File: src/rtl/muldiv_pkg.sv
// Shared op codes and state encoding for the iterative multiply/divide unit.
package muldiv_pkg;

  localparam logic [2:0] OP_MULT  = 3'b000;
  localparam logic [2:0] OP_MULTU = 3'b001;
  localparam logic [2:0] OP_DIV   = 3'b010;
  localparam logic [2:0] OP_DIVU  = 3'b011;
  localparam logic [2:0] OP_MTHI  = 3'b100;
  localparam logic [2:0] OP_MTLO  = 3'b101;

  typedef enum logic [1:0] {
    ST_IDLE = 2'd0,
    ST_CALC = 2'd1,
    ST_FIX  = 2'd2
  } state_e;

endpackage

File: src/rtl/muldiv_absneg.sv
// Combinational conditional two's-complement negate, used for operand
// magnitudes and for the final sign fixup of products, quotients and remainders.
module muldiv_absneg #(
  parameter int WIDTH = 32
) (
  input  logic [WIDTH-1:0] x,
  input  logic             neg,
  output logic [WIDTH-1:0] y
);

  assign y = neg ? (~x + WIDTH'(1)) : x;

endmodule

File: src/rtl/muldiv_unit.sv
// Iterative radix-2 multiply/divide unit with integrated HI/LO registers,
// start/busy/done handshake, cancel for exception flush and divide-by-zero flag.
module muldiv_unit
  import muldiv_pkg::*;
#(
  parameter int WIDTH = 32,
  parameter int CNT_W = $clog2(WIDTH) + 1
) (
  input  logic             clk_in,
  input  logic             reset,
  input  logic             start,
  input  logic [2:0]       op,
  input  logic [WIDTH-1:0] a,
  input  logic [WIDTH-1:0] b,
  input  logic             cancel,
  output logic             busy,
  output logic             done,
  output logic             div_zero,
  output logic [WIDTH-1:0] hi,
  output logic [WIDTH-1:0] lo
);

  localparam logic [CNT_W-1:0] LAST_CNT = CNT_W'(WIDTH - 1);

  state_e             state_q, state_d;
  logic [CNT_W-1:0]   cnt_q, cnt_d;
  logic               is_div_q, is_div_d;
  logic               dz_q, dz_d;
  logic               qsign_q, qsign_d;
  logic               rsign_q, rsign_d;
  // Upper accumulator: product high half (mul) or WIDTH+1-bit partial remainder (div).
  logic [WIDTH:0]     acc_hi_q, acc_hi_d;
  // Lower accumulator: multiplier shifting out / product low half, or dividend / quotient.
  logic [WIDTH-1:0]   acc_lo_q, acc_lo_d;
  logic [WIDTH-1:0]   opd_q, opd_d;
  logic [WIDTH-1:0]   hi_q, hi_d;
  logic [WIDTH-1:0]   lo_q, lo_d;
  logic               done_q, done_d;
  logic               div_zero_q, div_zero_d;

  logic               op_signed;
  logic               launch;
  logic               b_zero;
  logic [WIDTH-1:0]   a_mag, b_mag;
  logic [2*WIDTH-1:0] prod_fix;
  logic [WIDTH-1:0]   quo_fix, rem_fix;
  logic [WIDTH:0]     mul_sum;
  logic [WIDTH:0]     rem_sh, rem_sub;
  logic               rem_ge;

  assign op_signed = (op == OP_MULT) || (op == OP_DIV);
  assign launch    = start && !cancel;
  assign b_zero    = (b == '0);

  muldiv_absneg #(.WIDTH(WIDTH)) u_abs_a (.x(a), .neg(op_signed & a[WIDTH-1]), .y(a_mag));
  muldiv_absneg #(.WIDTH(WIDTH)) u_abs_b (.x(b), .neg(op_signed & b[WIDTH-1]), .y(b_mag));

  muldiv_absneg #(.WIDTH(2*WIDTH)) u_fix_prod (
    .x({acc_hi_q[WIDTH-1:0], acc_lo_q}), .neg(qsign_q), .y(prod_fix)
  );
  muldiv_absneg #(.WIDTH(WIDTH)) u_fix_quo (.x(acc_lo_q), .neg(qsign_q), .y(quo_fix));
  muldiv_absneg #(.WIDTH(WIDTH)) u_fix_rem (.x(acc_hi_q[WIDTH-1:0]), .neg(rsign_q), .y(rem_fix));

  // Shift-add step: acc_hi_q[WIDTH] is always 0 on the multiply path.
  assign mul_sum = acc_hi_q + (acc_lo_q[0] ? {1'b0, opd_q} : '0);

  // Restoring divide step, one quotient bit per edge, MSB first.
  assign rem_sh  = {acc_hi_q[WIDTH-1:0], acc_lo_q[WIDTH-1]};
  assign rem_ge  = (rem_sh >= {1'b0, opd_q});
  assign rem_sub = rem_sh - {1'b0, opd_q};

  always_ff @(posedge clk_in or posedge reset) begin
    if (reset) begin
      state_q    <= ST_IDLE;
      cnt_q      <= '0;
      is_div_q   <= 1'b0;
      dz_q       <= 1'b0;
      qsign_q    <= 1'b0;
      rsign_q    <= 1'b0;
      acc_hi_q   <= '0;
      acc_lo_q   <= '0;
      opd_q      <= '0;
      hi_q       <= '0;
      lo_q       <= '0;
      done_q     <= 1'b0;
      div_zero_q <= 1'b0;
    end else begin
      state_q    <= state_d;
      cnt_q      <= cnt_d;
      is_div_q   <= is_div_d;
      dz_q       <= dz_d;
      qsign_q    <= qsign_d;
      rsign_q    <= rsign_d;
      acc_hi_q   <= acc_hi_d;
      acc_lo_q   <= acc_lo_d;
      opd_q      <= opd_d;
      hi_q       <= hi_d;
      lo_q       <= lo_d;
      done_q     <= done_d;
      div_zero_q <= div_zero_d;
    end
  end

  always_comb begin
    state_d = state_q;
    case (state_q)
      ST_IDLE: begin
        if (launch && !op[2]) state_d = (op[1] && b_zero) ? ST_FIX : ST_CALC;
      end
      ST_CALC: begin
        if (cancel)                 state_d = ST_IDLE;
        else if (cnt_q == LAST_CNT) state_d = ST_FIX;
      end
      ST_FIX:  state_d = ST_IDLE;
      default: state_d = ST_IDLE;
    endcase
  end

  always_comb begin
    busy = (state_q != ST_IDLE);
  end

  always_comb begin
    cnt_d      = cnt_q;
    is_div_d   = is_div_q;
    dz_d       = dz_q;
    qsign_d    = qsign_q;
    rsign_d    = rsign_q;
    acc_hi_d   = acc_hi_q;
    acc_lo_d   = acc_lo_q;
    opd_d      = opd_q;
    hi_d       = hi_q;
    lo_d       = lo_q;
    done_d     = 1'b0;
    div_zero_d = div_zero_q;

    case (state_q)
      ST_IDLE: begin
        if (launch) begin
          if (op == OP_MTHI) begin
            hi_d = a;
          end else if (op == OP_MTLO) begin
            lo_d = a;
          end else if (!op[2]) begin
            is_div_d = op[1];
            cnt_d    = '0;
            if (op[1] && b_zero) begin
              // Preload so the ordinary divide fixup yields hi=a, lo=all ones.
              dz_d     = 1'b1;
              qsign_d  = 1'b0;
              rsign_d  = 1'b0;
              acc_hi_d = {1'b0, a};
              acc_lo_d = '1;
            end else begin
              dz_d     = 1'b0;
              qsign_d  = op_signed & (a[WIDTH-1] ^ b[WIDTH-1]);
              rsign_d  = op_signed & a[WIDTH-1];
              acc_hi_d = '0;
              acc_lo_d = op[1] ? a_mag : b_mag;
              opd_d    = op[1] ? b_mag : a_mag;
            end
          end
        end
      end
      ST_CALC: begin
        cnt_d = cnt_q + CNT_W'(1);
        if (is_div_q) begin
          acc_hi_d = rem_ge ? rem_sub : rem_sh;
          acc_lo_d = {acc_lo_q[WIDTH-2:0], rem_ge};
        end else begin
          acc_hi_d = {1'b0, mul_sum[WIDTH:1]};
          acc_lo_d = {mul_sum[0], acc_lo_q[WIDTH-1:1]};
        end
      end
      ST_FIX: begin
        if (!cancel) begin
          hi_d       = is_div_q ? rem_fix : prod_fix[2*WIDTH-1:WIDTH];
          lo_d       = is_div_q ? quo_fix : prod_fix[WIDTH-1:0];
          done_d     = 1'b1;
          div_zero_d = dz_q;
        end
      end
      default: ;
    endcase
  end

  assign done     = done_q;
  assign div_zero = div_zero_q;
  assign hi       = hi_q;
  assign lo       = lo_q;

endmodule

File: config.mk
export PLATFORM = sky130hd
export DESIGN_NAME = muldiv_unit
export DESIGN_NICKNAME = d
export VERILOG_FILES = /design/src/rtl/muldiv_pkg.sv /design/src/rtl/muldiv_absneg.sv /design/src/rtl/muldiv_unit.sv
export SDC_FILE = /design/constraint.sdc
export NUM_CORES = 1
export LEC_CHECK = 0
export CAP_MARGIN = 20
export CORE_MARGIN = 4
export CORE_UTILIZATION = 60
export DETAILED_ROUTE_END_ITERATION = 10
export GPL_ROUTABILITY_DRIVEN = 0
export PLACE_DENSITY_LB_ADDON = 0.08
export SETUP_SLACK_MARGIN = 0.05
export SYNTH_ARGS = -nofsm -noshare
export SYNTH_HDL_FRONTEND = slang
export SYNTH_HIERARCHICAL = 1
export SYNTH_SLANG_ARGS = --single-unit
File: constraint.sdc
create_clock -name clk_in -period 9 [get_ports clk_in]
set_input_delay 2.25 -clock clk_in [delete_from_list [all_inputs] [get_ports clk_in]]
set_output_delay 2.25 -clock clk_in [all_outputs]
set_load 0.02 [all_outputs]
# After elaboration in Yosys (flattened, before gate mapping)
# Index checks and enable logic that the tools add are counted.
word_totals:
  regBits: 175
  inputBits: 71
  output_inout_bits: 67
classes:
  addsub: 8
  order_cmp: 1
  n_eq_ne: 15
  n_mux: 49
  n_bitwise: 14
  n_reduce_logical: 19
ops:
  columns: ["operator", "count"]
  rows:
  - ["$mux 32", 23]
  - ["$mux 33", 6]
  - ["$pmux 32 s2", 3]
  - ["$add 32x1->32 const B", 4]
  - ["$not 32->32", 4]
  - ["$pmux 33 s2", 1]
  - ["$add 64x1->64 const B", 1]
  - ["$mux 64", 1]
  - ["$not 64->64", 1]
  - ["$add 33x32->33", 1]
  - ["$ge 33x32->1", 1]
  - ["$sub 33x32->33", 1]
  - ["$logic_not 32->1", 1]
  - ["$mux 6", 4]
  - ["$ne 2x2->1 const B", 8]
  - ["$reduce_and 5->1", 3]
  - ["$pmux 6 s2", 1]
  - ["$mux 2", 4]
  - ["$add 6x1->6 const B", 1]
  - ["$eq 3x3->1 const B", 2]
  - ["$eq 6x5->1 const B", 1]
  - ["$reduce_and 6->1", 1]
  - ["$reduce_bool 2->1", 3]
  - ["$mux 1", 5]
  - ["other kinds (15)", 25]

# Logic depth before layout (Yosys ltp)
depth:
  ltp_word: 11
  ltp_mapped: 14
  depth_no_buf: 13

# Hierarchy
# Netlist, hierarchy kept.
modules_own_cells:
  columns: ["mod", "instances", "cells_each", "area_per_inst_um2"]
  rows:
  - ["muldiv_unit", 1, 1563, 13495.4]
  - ["muldiv_absneg (u_abs_a ...)", 4, 99, 777.0]
  - ["muldiv_absneg (u_fix_prod)", 1, 206, 1649.1]

# Worst setup path after synthesis
# OpenSTA, ideal clock, no wires.
synth_path:
  path_type: "input to register"
  from: "input port op[1]"
  to: "register acc_hi_q[11]"
  setup_time_ns: 0.095
  arrival_time_ns: 4.034
  path_slack_ns: 4.871
  stages: 9
  n_path_buf: 3
  path_cell_list: "clkbuf_1 > nor4b_1 > nand4_1 > nor3_2 > and3_1 > clkbuf_1 > clkbuf_1 > a22oi_1 > o31ai_1"
synth_via:
  elab_chain_len: 7
synth_lines:
  columns: ["item", "line_no", "source"]
  rows:
  - ["from (decl)", "muldiv_unit.sv:12", "input logic [2:0] op,"]
  - ["$logic_and 1x1->1", "muldiv_unit.sv:147", "if (op[1] && b_zero) begin"]
  - ["$mux 32", "muldiv_unit.sv:147", null]
  - ["$mux 33", "muldiv_unit.sv:144", "end else if (!op[2]) begin"]
  - ["$mux 33", "muldiv_unit.sv:142", "end else if (op == OP_MTLO) begin"]
  - ["$mux 33", "muldiv_unit.sv:140", "if (op == OP_MTHI) begin"]
  - ["$mux 33", "muldiv_unit.sv:139", "if (launch) begin"]
  - ["$pmux 33 s2", "muldiv_unit.sv:137", "case (state_q)"]
  - ["to (signal assigned)", "muldiv_unit.sv:94", "acc_hi_q <= acc_hi_d;"]
  - ["to (decl)", "muldiv_unit.sv:32", "logic [WIDTH:0] acc_hi_q, acc_hi_d;"]
# Several ways; a longest one is shown, not always the timed one. The select of a mux whose other input is x is not followed.
# A chain may end at the register's enable or synchronous reset.

# Final worst setup path
layout_path:
  from: "input port op[1]"
  to: "register acc_hi_q[31]"
# The elaborated chain is that of the path after synthesis.

==> flow_summary.toml <==
[run_status]
status = "finished clean"

[die]
top_level_ports = 138
die_w_um = 182
dieArea_um2 = 33300
core_area_um2 = 29800
die_y_um = 182
num_rows = 63
start_util_pct = 61.3

[synthesis]
async_flop_share_pct = 100
ys_seq_elements = 175
syn_area_um2 = 18300
synth-main-ff-cell = "dfrtp_1"
ys_seq_area_share_pct = 24.0
synth_edf_count = 0
syn_nets = 2308
synthCells = 2165
yosysWarnings = 6
synthDistinctLibCells = 91
syn_area_per_cell_um2 = 8.43

[grt]
grt_pass1_vias = 16300
gr-total-overflow = 0
grt_usage_pct = 36.2
antenna_found_initial = 3
grt_max_degree = 112
grt_pass1_wl_um = 95100

[final_layout]
fin_area_um2 = 20400
area_growth_pct = 12.0
fin_cells = 2614
utilization_pct = 68.6
drive_gt1_share_pct = 8.68
nNetsFinal = 2353
seqCellArea_um2 = 4380
fillCellCount = 2513
multi_input_area_um2 = 13100

[drt]
drc = 0
postRouteAntennaNets = 0
drt-initial-drc-count = 2493
wire_per_inst_um = 23.9
first_pass_iters = 6
routed_wl_um = 62500
viasPerCell = 6.87
via_count = 18000

[worst_setup_path]
cp.required_ps = 9370
rrSetupSlack_ps = 4760
critPathArrivalTime_ps = 5790
crit_chain = "buf_4, nor4b_1, nand4_1, nor3_4, buf_4, and3_1, a221o_1, a31oi_1, a22oi_1"
worstSetupStartpointType = "primary input"
crit_cells = 9
crit_path_max_fanout = 68
rr_endpoint = "acc_hi_q[29]"
cpMostUsedCell = "buf_4"
slowest_delay_ps = 950
slowest_stage = "and3_1"
crit_path_end_kind = "flip-flop"
crit_path_end = "acc_hi_q[31]"
crit_type = "primary input to flip-flop"
setup.worst_path.start = "op[1]"
crit_buf_inv = 2
rr_startpoint = "acc_lo_q[0]"
crit_family = "simple AND/OR/NAND/NOR gates"
reg2reg_depth = 13

[timing]
drv_slew = 0
max_freq_ghz = 0.184
finalHoldViolations = 0
worst_slew_pin_slew_ps = 1110
tns_ps = 0
setup_viol = 0
fin_crit_sh_pct = 60.3
finalCriticalPeriod_ps = 5430
rsz0062_at_grt = "false"
timing.hold.ws_ps = 478
slew_headroom_pct = 26.1
clock_skew_ps = 10.1
final.setup.worst_slack_ps = 3570

[clock_network]
post_cts_buffers = 0
cts_tree = "built"
cts.sinks = 175
ctsRootBufferMaster = "clkbuf_16"
clk_pin_slew_ps = 80
clockBufferDepth = 2
insertion_delay_ps = 450
cts-hold-fix-buffers = 0
cts_resized = 0
cts_buffers = 17
htreeDepth = 4

[run]
cap_violations = 0

[power_and_ir_drop]
power_density_nw_per_um2 = 404
p_int_mw = 4.01
power_switching_mw = 4.24
fin_total_pwr_mw = 8.25
combPwrFrac_pct = 66.0
irDropWorstVdd_mv = 0.260
power_frac_seq_pct = 24.1
leakagePower_nw = 8.39
power_switching_share_pct = 51.4
p_clk_share_pct = 9.8

[placement]
pre_cts_ws_ps = 3190
place_hpwl_um = 47100
dpl_cell_area_um2 = 19800
io_buffer_count = 137
dp.cells = 2579

[min_path]
min_path_type = "flip-flop to flip-flop"
[cell families (layout without fill, tap and decap cells)]
group	after synthesis	in the layout	share of synthesized area [%]
muxes	174	174	9.82
adders and majority gates	72	72	5.02
DFF	175	175	24.0
other	0	1	0
and+or+nand+nor	621	621	18.9
AOI/OAI and AO/OA	695	695	26.8
buffers and inverters	195	253	4.26
xor gates and xnor gates	233	233	11.2
[how the worst min path moves through the flow]
stage / from / end / slack (ps) / cells past startpoint
after detailed placement: lo[21] / lo[21] / 470 / 1
after CTS: lo[21] / lo[21] / 480 / 1
final: lo[5] / lo[5] / 480 / 1
after global placement: lo[17] / lo[17] / 460 / 1
after global routing: hi[23] / hi[23] / 490 / 1
after floorplan: dz_q / dz_q / 440 / 1
[state kept, by name, indices dropped and copies added (netlist names)]
name and count:
rsign_q 1, opd_q 32, done 1, state_q 2, acc_hi_q 33, lo 32
is_div_q 1, acc_lo_q 32, cnt_q 6, div_zero 1, dz_q 1, hi 32
qsign_q 1
[area by class of cell]
class / instances / area share [%]
multi-input cells: 1795 / 64.3
flip-flops and latches: 175 / 21.4
repair buffers: 156 / 7.59
well taps: 390 / 2.39
clock buffers: 17 / 2.08
inverters: 65 / 1.22
clock inverters: 15 / 0.967
diodes: 1 / 0.0122
[placed cells by master (no fill, tap or decap), types with 18 or more instances in the layout]
| cell type | count |
|---|---|
| xnor2_1 | 216 |
| nand2_1 | 194 |
| dfrtp_1 | 173 |
| nor2_1 | 137 |
| clkdlybuf4s50_1 | 136 |
| mux2i_1 | 133 |
| o21ai_0 | 129 |
| a21oi_1 | 120 |
| a21o_1 | 93 |
| a211oi_1 | 82 |
| ha_1 | 70 |
| inv_1 | 64 |
| o31ai_1 | 62 |
| and2_1 | 39 |
| mux2_2 | 35 |
| o22ai_1 | 32 |
| nand3_1 | 30 |
| o41ai_1 | 28 |
| nor3_1 | 25 |
| nand4_1 | 23 |
| nor4_1 | 20 |
| nand2b_1 | 20 |
| o41ai_2 | 20 |
| or3_1 | 19 |
| buf_4 | 18 |
[Yosys cell counts (all sizes together) (35+ instances only)]
library cell  count  area [um2]
a211oi           85         661
o21ai           145         726
ha               70         876
dfrtp           175        4380
and2             39         244
clkbuf           95         363
nor4             38         499
nand2           194         728
mux2             41         462
o31ai            68         541
xnor2           216        1890
a21oi           123         623
mux2i           133        1330
nor2            139         524
inv              65         244
buf              35         170
o41ai            49         598
a21o             93         698
[metal layers]
metal | vias to the layer above | part of all wire, % | GRT usage [%]
met4 | 2 | 6.4 | 18.9
li1 | 8146 | - | -
met2 | 1062 | 43 | 55.5
met3 | 230 | 11 | 6.74
met1 | 8514 | 40 | 48.8
met5 | - | 0.021 | 0
[power by group through the flow]
stage	sequential [mW]	combinational [mW]	clock (mW)
2_1_floorplan	1.79	4.00	0
3_3_place_gp	1.94	5.19	0
3_5_place_dp	1.97	5.32	0
4_1_cts	1.95	5.35	0.810
5_1_grt	2.03	5.93	0.841
6_report	1.99	5.45	0.810
(Power assumes the default switching activity.)
